`config.mk`:
```
export PLATFORM = sky130hd
export DESIGN_NAME = wisc_if_id_queue_flat
export DESIGN_NICKNAME = d
export VERILOG_FILES = /design/src/rtl/wisc_if_id_queue_if.sv /design/src/rtl/wisc_if_id_queue.sv /design/src/flat_wrapper.sv
export SDC_FILE = /design/constraint.sdc
export NUM_CORES = 1
export LEC_CHECK = 0
export ABC_AREA = 1
export BUFFER_PORTS_ARGS = -buffer_cell sky130_fd_sc_hd__buf_2
export CORE_MARGIN = 8
export CORE_UTILIZATION = 53
export CTS_CLUSTER_DIAMETER = 30
export DETAILED_ROUTE_END_ITERATION = 7
export PLACE_DENSITY = 0.79
export SYNTH_ARGS = -nofsm -noshare
export SYNTH_HDL_FRONTEND = slang
export SYNTH_SLANG_ARGS = --single-unit
```
`constraint.sdc`:
```
create_clock -name clk -period 3.2 [get_ports clk]
set_clock_uncertainty 0.1 [all_clocks]
set_input_delay 0.32 -clock clk [delete_from_list [all_inputs] [get_ports clk]]
set_output_delay 0.32 -clock clk [all_outputs]
set_load 0.01 [all_outputs]
```
`src/rtl/wisc_if_id_queue_if.sv`:
```
// Fetch/decode handshake bundle for the IF/ID decoupling queue.
//   fetch side : inst_in, pc_plus2_in, err_in, fetch_valid (into queue), full (out of queue)
//   decode side: inst_out, pc_plus2_out, err_out, valid_out (out), id_stall (in)
//   control    : flush (in), count (debug occupancy, out)
// modport slave is the queue itself; modport master is whoever drives it.
interface wisc_if_id_queue_if #(
    parameter int unsigned WIDTH = 16
);
    logic [WIDTH-1:0] inst_in;
    logic [WIDTH-1:0] pc_plus2_in;
    logic             err_in;
    logic             fetch_valid;
    logic             flush;
    logic             id_stall;
    logic [WIDTH-1:0] inst_out;
    logic [WIDTH-1:0] pc_plus2_out;
    logic             err_out;
    logic             valid_out;
    logic             full;
    logic [3:0]       count;

    modport master (
        output inst_in, pc_plus2_in, err_in, fetch_valid, flush, id_stall,
        input  inst_out, pc_plus2_out, err_out, valid_out, full, count
    );

    modport slave (
        input  inst_in, pc_plus2_in, err_in, fetch_valid, flush, id_stall,
        output inst_out, pc_plus2_out, err_out, valid_out, full, count
    );
endinterface

```
`src/rtl/wisc_if_id_queue.sv`:
```
// IF/ID decoupling queue: circular buffer of fetched {err, pc_plus2, inst}
// entries, presenting the oldest to decode (NOP 16'h0800 when empty).
// Ports:
//   clk  - system clock, rising edge
//   rst  - asynchronous active-high reset; drops all entries immediately
//   q    - wisc_if_id_queue_if.slave: fetch push side, decode head side,
//          flush, full back-pressure and count occupancy.
// All status/head outputs decode from count and rd_ptr only, so there is no
// combinational path from any input to any output.
module wisc_if_id_queue #(
    parameter int unsigned DEPTH = 2,
    parameter int unsigned WIDTH = 16
) (
    input  logic                  clk,
    input  logic                  rst,
    wisc_if_id_queue_if.slave     q
);
    localparam int unsigned PTR_W = (DEPTH > 1) ? $clog2(DEPTH) : 1;
    localparam int unsigned CNT_W = 4;

    typedef struct packed {
        logic             err;
        logic [WIDTH-1:0] pc_plus2;
        logic [WIDTH-1:0] inst;
    } entry_t;

    entry_t             mem [DEPTH];
    logic [PTR_W-1:0]   rd_ptr;
    logic [PTR_W-1:0]   wr_ptr;
    logic [CNT_W-1:0]   count_r;
    logic               valid;
    logic               is_full;
    logic               push;
    logic               pop;
    entry_t             head;

    // Explicit wrap compare so non-power-of-two depths work.
    function automatic logic [PTR_W-1:0] ptr_inc(input logic [PTR_W-1:0] p);
        return (p == PTR_W'(DEPTH - 1)) ? '0 : p + PTR_W'(1);
    endfunction

    // Status and handshakes.
    always_comb begin
        valid   = (count_r != '0);
        is_full = (count_r == CNT_W'(DEPTH));
        push    = q.fetch_valid & ~is_full & ~q.flush;
        pop     = valid & ~q.id_stall & ~q.flush;
        head    = mem[rd_ptr];
    end

    // Head presentation; NOP/zeros when empty.
    assign q.valid_out    = valid;
    assign q.full         = is_full;
    assign q.count        = count_r;
    assign q.inst_out     = valid ? head.inst     : WIDTH'(16'h0800);
    assign q.pc_plus2_out = valid ? head.pc_plus2 : '0;
    assign q.err_out      = valid ? head.err      : 1'b0;

    // Pointer and occupancy state; flush realigns rd_ptr onto wr_ptr.
    always_ff @(posedge clk or posedge rst) begin
        if (rst) begin
            rd_ptr  <= '0;
            wr_ptr  <= '0;
            count_r <= '0;
        end else if (q.flush) begin
            rd_ptr  <= wr_ptr;
            count_r <= '0;
        end else begin
            if (push) wr_ptr <= ptr_inc(wr_ptr);
            if (pop)  rd_ptr <= ptr_inc(rd_ptr);
            case ({push, pop})
                2'b10:   count_r <= count_r + CNT_W'(1);
                2'b01:   count_r <= count_r - CNT_W'(1);
                default: count_r <= count_r;
            endcase
        end
    end

    // Entry storage; contents are don't-care after reset.
    always_ff @(posedge clk) begin
        if (push) begin
            mem[wr_ptr] <= '{err: q.err_in, pc_plus2: q.pc_plus2_in, inst: q.inst_in};
        end
    end
endmodule

```
`src/flat_wrapper.sv`:
```
// flat-port wrapper written by rule: the top's interface ports become plain ports
module wisc_if_id_queue_flat 
#(
    parameter int unsigned DEPTH = 2,
    parameter int unsigned WIDTH = 16
)
  (clk, rst, q_inst_in, q_pc_plus2_in, q_err_in, q_fetch_valid, q_flush, q_id_stall, q_inst_out, q_pc_plus2_out, q_err_out, q_valid_out, q_full, q_count);
  wisc_if_id_queue_if #(.WIDTH(WIDTH)) q_i ();
  input  logic clk;
  input  logic rst;
  input wire logic [$bits(q_i.inst_in)-1:0] q_inst_in;
  input wire logic [$bits(q_i.pc_plus2_in)-1:0] q_pc_plus2_in;
  input wire logic [$bits(q_i.err_in)-1:0] q_err_in;
  input wire logic [$bits(q_i.fetch_valid)-1:0] q_fetch_valid;
  input wire logic [$bits(q_i.flush)-1:0] q_flush;
  input wire logic [$bits(q_i.id_stall)-1:0] q_id_stall;
  output wire logic [$bits(q_i.inst_out)-1:0] q_inst_out;
  output wire logic [$bits(q_i.pc_plus2_out)-1:0] q_pc_plus2_out;
  output wire logic [$bits(q_i.err_out)-1:0] q_err_out;
  output wire logic [$bits(q_i.valid_out)-1:0] q_valid_out;
  output wire logic [$bits(q_i.full)-1:0] q_full;
  output wire logic [$bits(q_i.count)-1:0] q_count;
  assign q_i.inst_in = q_inst_in;
  assign q_i.pc_plus2_in = q_pc_plus2_in;
  assign q_i.err_in = q_err_in;
  assign q_i.fetch_valid = q_fetch_valid;
  assign q_i.flush = q_flush;
  assign q_i.id_stall = q_id_stall;
  assign q_inst_out = q_i.inst_out;
  assign q_pc_plus2_out = q_i.pc_plus2_out;
  assign q_err_out = q_i.err_out;
  assign q_valid_out = q_i.valid_out;
  assign q_full = q_i.full;
  assign q_count = q_i.count;
  wisc_if_id_queue #(.DEPTH(DEPTH), .WIDTH(WIDTH)) u_core (.clk(clk), .rst(rst), .q(q_i));
endmodule
```
==> out/qor.yml <==
global_routing:
  grt_pass1_vias: 2277
  antenna_found_initial: 0
  grt_pass1_wl_um: 10200
  grt_max_degree: 37
  grt_use_total_pct: 15.2
  grt_overflow: 0
yosys:
  seq_area_frac_synth_pct: 68.2
  synth.avg_cell_area_um2: 10.1
  syn_nets: 349
  synth_cells: 309
  ys_types: 22
  yosys_register_bits: 72
  synth.cell_area_mm2: 0.00313
  synth_warnings: 0
floorplanning:
  core_area_mm2: 0.00582
  rows: 28
  pin_count: 77
  initial_utilization_pct: 53.7
  dieWidth_um: 92.8
  dieHeight_um: 92.8
  dieArea_mm2: 0.00861
worst_setup_path:
  path_cells: "clkinv_1, buf_4, nand2_1, nand2_1, nand2_1, inv_1, buf_2"
  critPathArrivalTime_ns: 1.84
  criticalPathCategory: "reg -> out"
  timing.rr.end: "u_core.q.count[3]$_DFFE_PP0P_"
  critPathMaxStageDelay_ns: 0.40
  crit_start: "u_core.rd_ptr$_DFFE_PP0P_"
  critical-path-top-delay-family: "buffers and inverters"
  endpoint: "q_inst_out[6]"
  crit_required_ns: 2.78
  cp.buffers_inverters: 4
  ff2ff_path_depth: 14
  crit_slowest_cell: "clkinv_1"
  end_kind: "primary output"
  cp_common_cell: "nand2_1"
  r2r-start: "u_core.q.count[0]$_DFFE_PP0P_"
  worst_setup_path_start_kind: "flip-flop"
  cp.depth: 7
  reg2reg_setup_slack_ns: 0.96
  crit_fanout: 19
timing:
  fin_crit_sh_pct: 70.7
  rsz0062_at_grt: "no"
  finalSetupTns_ns: 0
  worst_pin_slew_ns: 0.932
  finalSetupViolCount: 0
  hold_viol_final: 0
  max_freq_mhz: 442
  drv_slew: 0
  fin_crit_ns: 2.26
  relSlewSlack_pct: 37.7
placement:
  gp_congestion: 0.817
  dp_hpwl_um: 4220
  io_buffers: 76
  place_area_mm2: 0.00360
power_and_ir_drop:
  power_leakage_nw: 1.96
  power_mw: 3.39
  ir_drop_mv: 0.443
  powerDensity_mw_per_mm2: 887
routing:
  num_vias: 2190
  routedWlPerCell_um: 13.4
  drc: 0
  drt-total-wl_um: 6270
  drtAntennaViolNets: 0
  drt_iter0_drc: 149
  drt_pass1_iterations: 6
  avgViaCountPerCell: 4.67
finish:
  nets: 430
  postLayoutCellArea_mm2: 0.00382
  insertedDiodeCount: 0
  final_util_pct: 65.6
  fill_cells: 503
  area_growth_pct: 22.1
  drive_gt1_share_pct: 27.4
clock_tree:
  clkSinkCount: 72
  cts_tree: "yes"
  htreeDepth: 3
  cts_max_path_buffers: 2
  root_buffer: "clkbuf_8"
  clkSlewWorstSetupHoldPaths_ns: 0.08
  clk_latency_ns: 0.34
  cts_buffers: 9
status:
  outcome: "finished clean"
run:
  maxCapViolations: 0
worst_hold_path:
  whs_path_depth: 1
  min_path_type: "in -> reg"
## sequential cells by signal, summed over array words and instances (netlist names)
| name | cells |
|---|---|
| u_core.q.count | 4 |
| u_core.mem | 66 |
| u_core.wr_ptr | 1 |
| u_core.rd_ptr | 1 |
## layout make-up
type / count / area, um2 / share of cell area (%)
flip-flops and latches: 72 / 2130 / 55.9
multi-input cells: 176 / 778 / 20.4
repair buffers: 80 / 413 / 10.8
inverters: 51 / 191 / 5.01
clock buffers: 9 / 124 / 3.24
well taps: 75 / 93.8 / 2.46
clock inverters: 6 / 85.1 / 2.23
## Yosys cell counts
library cell | n | area, um2
nand2_1 | 145 | 544
edfxtp_1 | 66 | 1980
inv_1 | 47 | 176
clkbuf_1 | 9 | 33.8
nand3_1 | 7 | 35.0
dfrtp_1 | 6 | 150
nor2_1 | 4 | 15.0
inv_2 | 3 | 11.3
nor2_4 | 3 | 33.8
o21ai_1 | 3 | 15.0
a21oi_1 | 2 | 10.0
ha_1 | 2 | 25.0
nand2_2 | 2 | 12.5
nand2_4 | 2 | 22.5
buf_2 | 1 | 5.00
clkinv_1 | 1 | 3.75
nand3_4 | 1 | 17.5
nand4_1 | 1 | 6.26
nor2_2 | 1 | 6.26
o21ai_0 | 1 | 5.00
o22ai_1 | 1 | 6.26
xnor2_1 | 1 | 8.76
## placed cells by master (no fill, tap or decap)
master	count
nand2_4	2
nand3_1	7
nand3_4	1
nor2_4	5
buf_2	76
nand4_1	1
nor2_1	2
nand2_1	145
ha_1	2
a21oi_1	2
nor2_2	1
clkinv_2	2
inv_1	47
clkinv_1	1
bufinv_16	2
edfxtp_1	66
o21ai_0	1
buf_4	3
dfrtp_1	6
dlygate4sd3_1	1
nand2_2	2
clkbuf_8	9
inv_2	3
xnor2_1	1
o21ai_1	3
clkinvlp_4	2
o22ai_1	1
## power by group
part           switching, mW  total, mW  internal [mW]
sequential            0.0653       1.25           1.18
clock                  0.323      0.755          0.431
combinational          0.913       1.39          0.473
## how the worst min path moves through the flow
stage	startpoint	endpoint	slack, ns
finish	q_pc_plus2_in[12]	u_core.mem[1][28]$_DFFE_PP_	0.06
floorplan	rst	u_core.q.count[0]$_DFFE_PP0P_	0.01
CTS	q_pc_plus2_in[12]	u_core.mem[1][28]$_DFFE_PP_	0.05
global route	q_pc_plus2_in[12]	u_core.mem[1][28]$_DFFE_PP_	0.04
detailed placement	rst	u_core.q.count[0]$_DFFE_PP0P_	0.16
global placement	rst	u_core.q.count[1]$_DFFE_PP0P_	0.15
## cell families after synthesis
group           Yosys count  share of synthesized area, %
buf+inv                  61                          7.37
simple gates            166                          22.2
compound gates            7                          1.16
fa+ha+maj                 2                         0.801
flops                    72                          68.2
xor+xnor                  1                         0.280
## layer usage
metal	wire length [um]	GRT usage, %	vias up
li1	-	-	1125
met1	2640	16.3	998
met2	3130	26.4	61
met3	439	5.42	6
met4	67	6.31	0
met5	0	0	-
## metrics by stage
step	hold slack (ns)	setup slack, ns	cells
6_report	0.0634	0.939	469
4_1_cts	0.0489	0.883	469
3_5_place_dp	0.161	0.972	453
2_1_floorplan	0.0110	0.444	309
5_1_grt	0.0407	0.733	469
3_3_place_gp	0.149	1.07	453
## timing repair
action                                  in CTS  in global routing
resized for setup                            0                  0
hold buffers                                 1                  0
endpoints found under the setup margin       0                  0
setup buffers                                0                  0
hold endpoints to repair                     6                  0
Power figures use the tool's default switching activity.
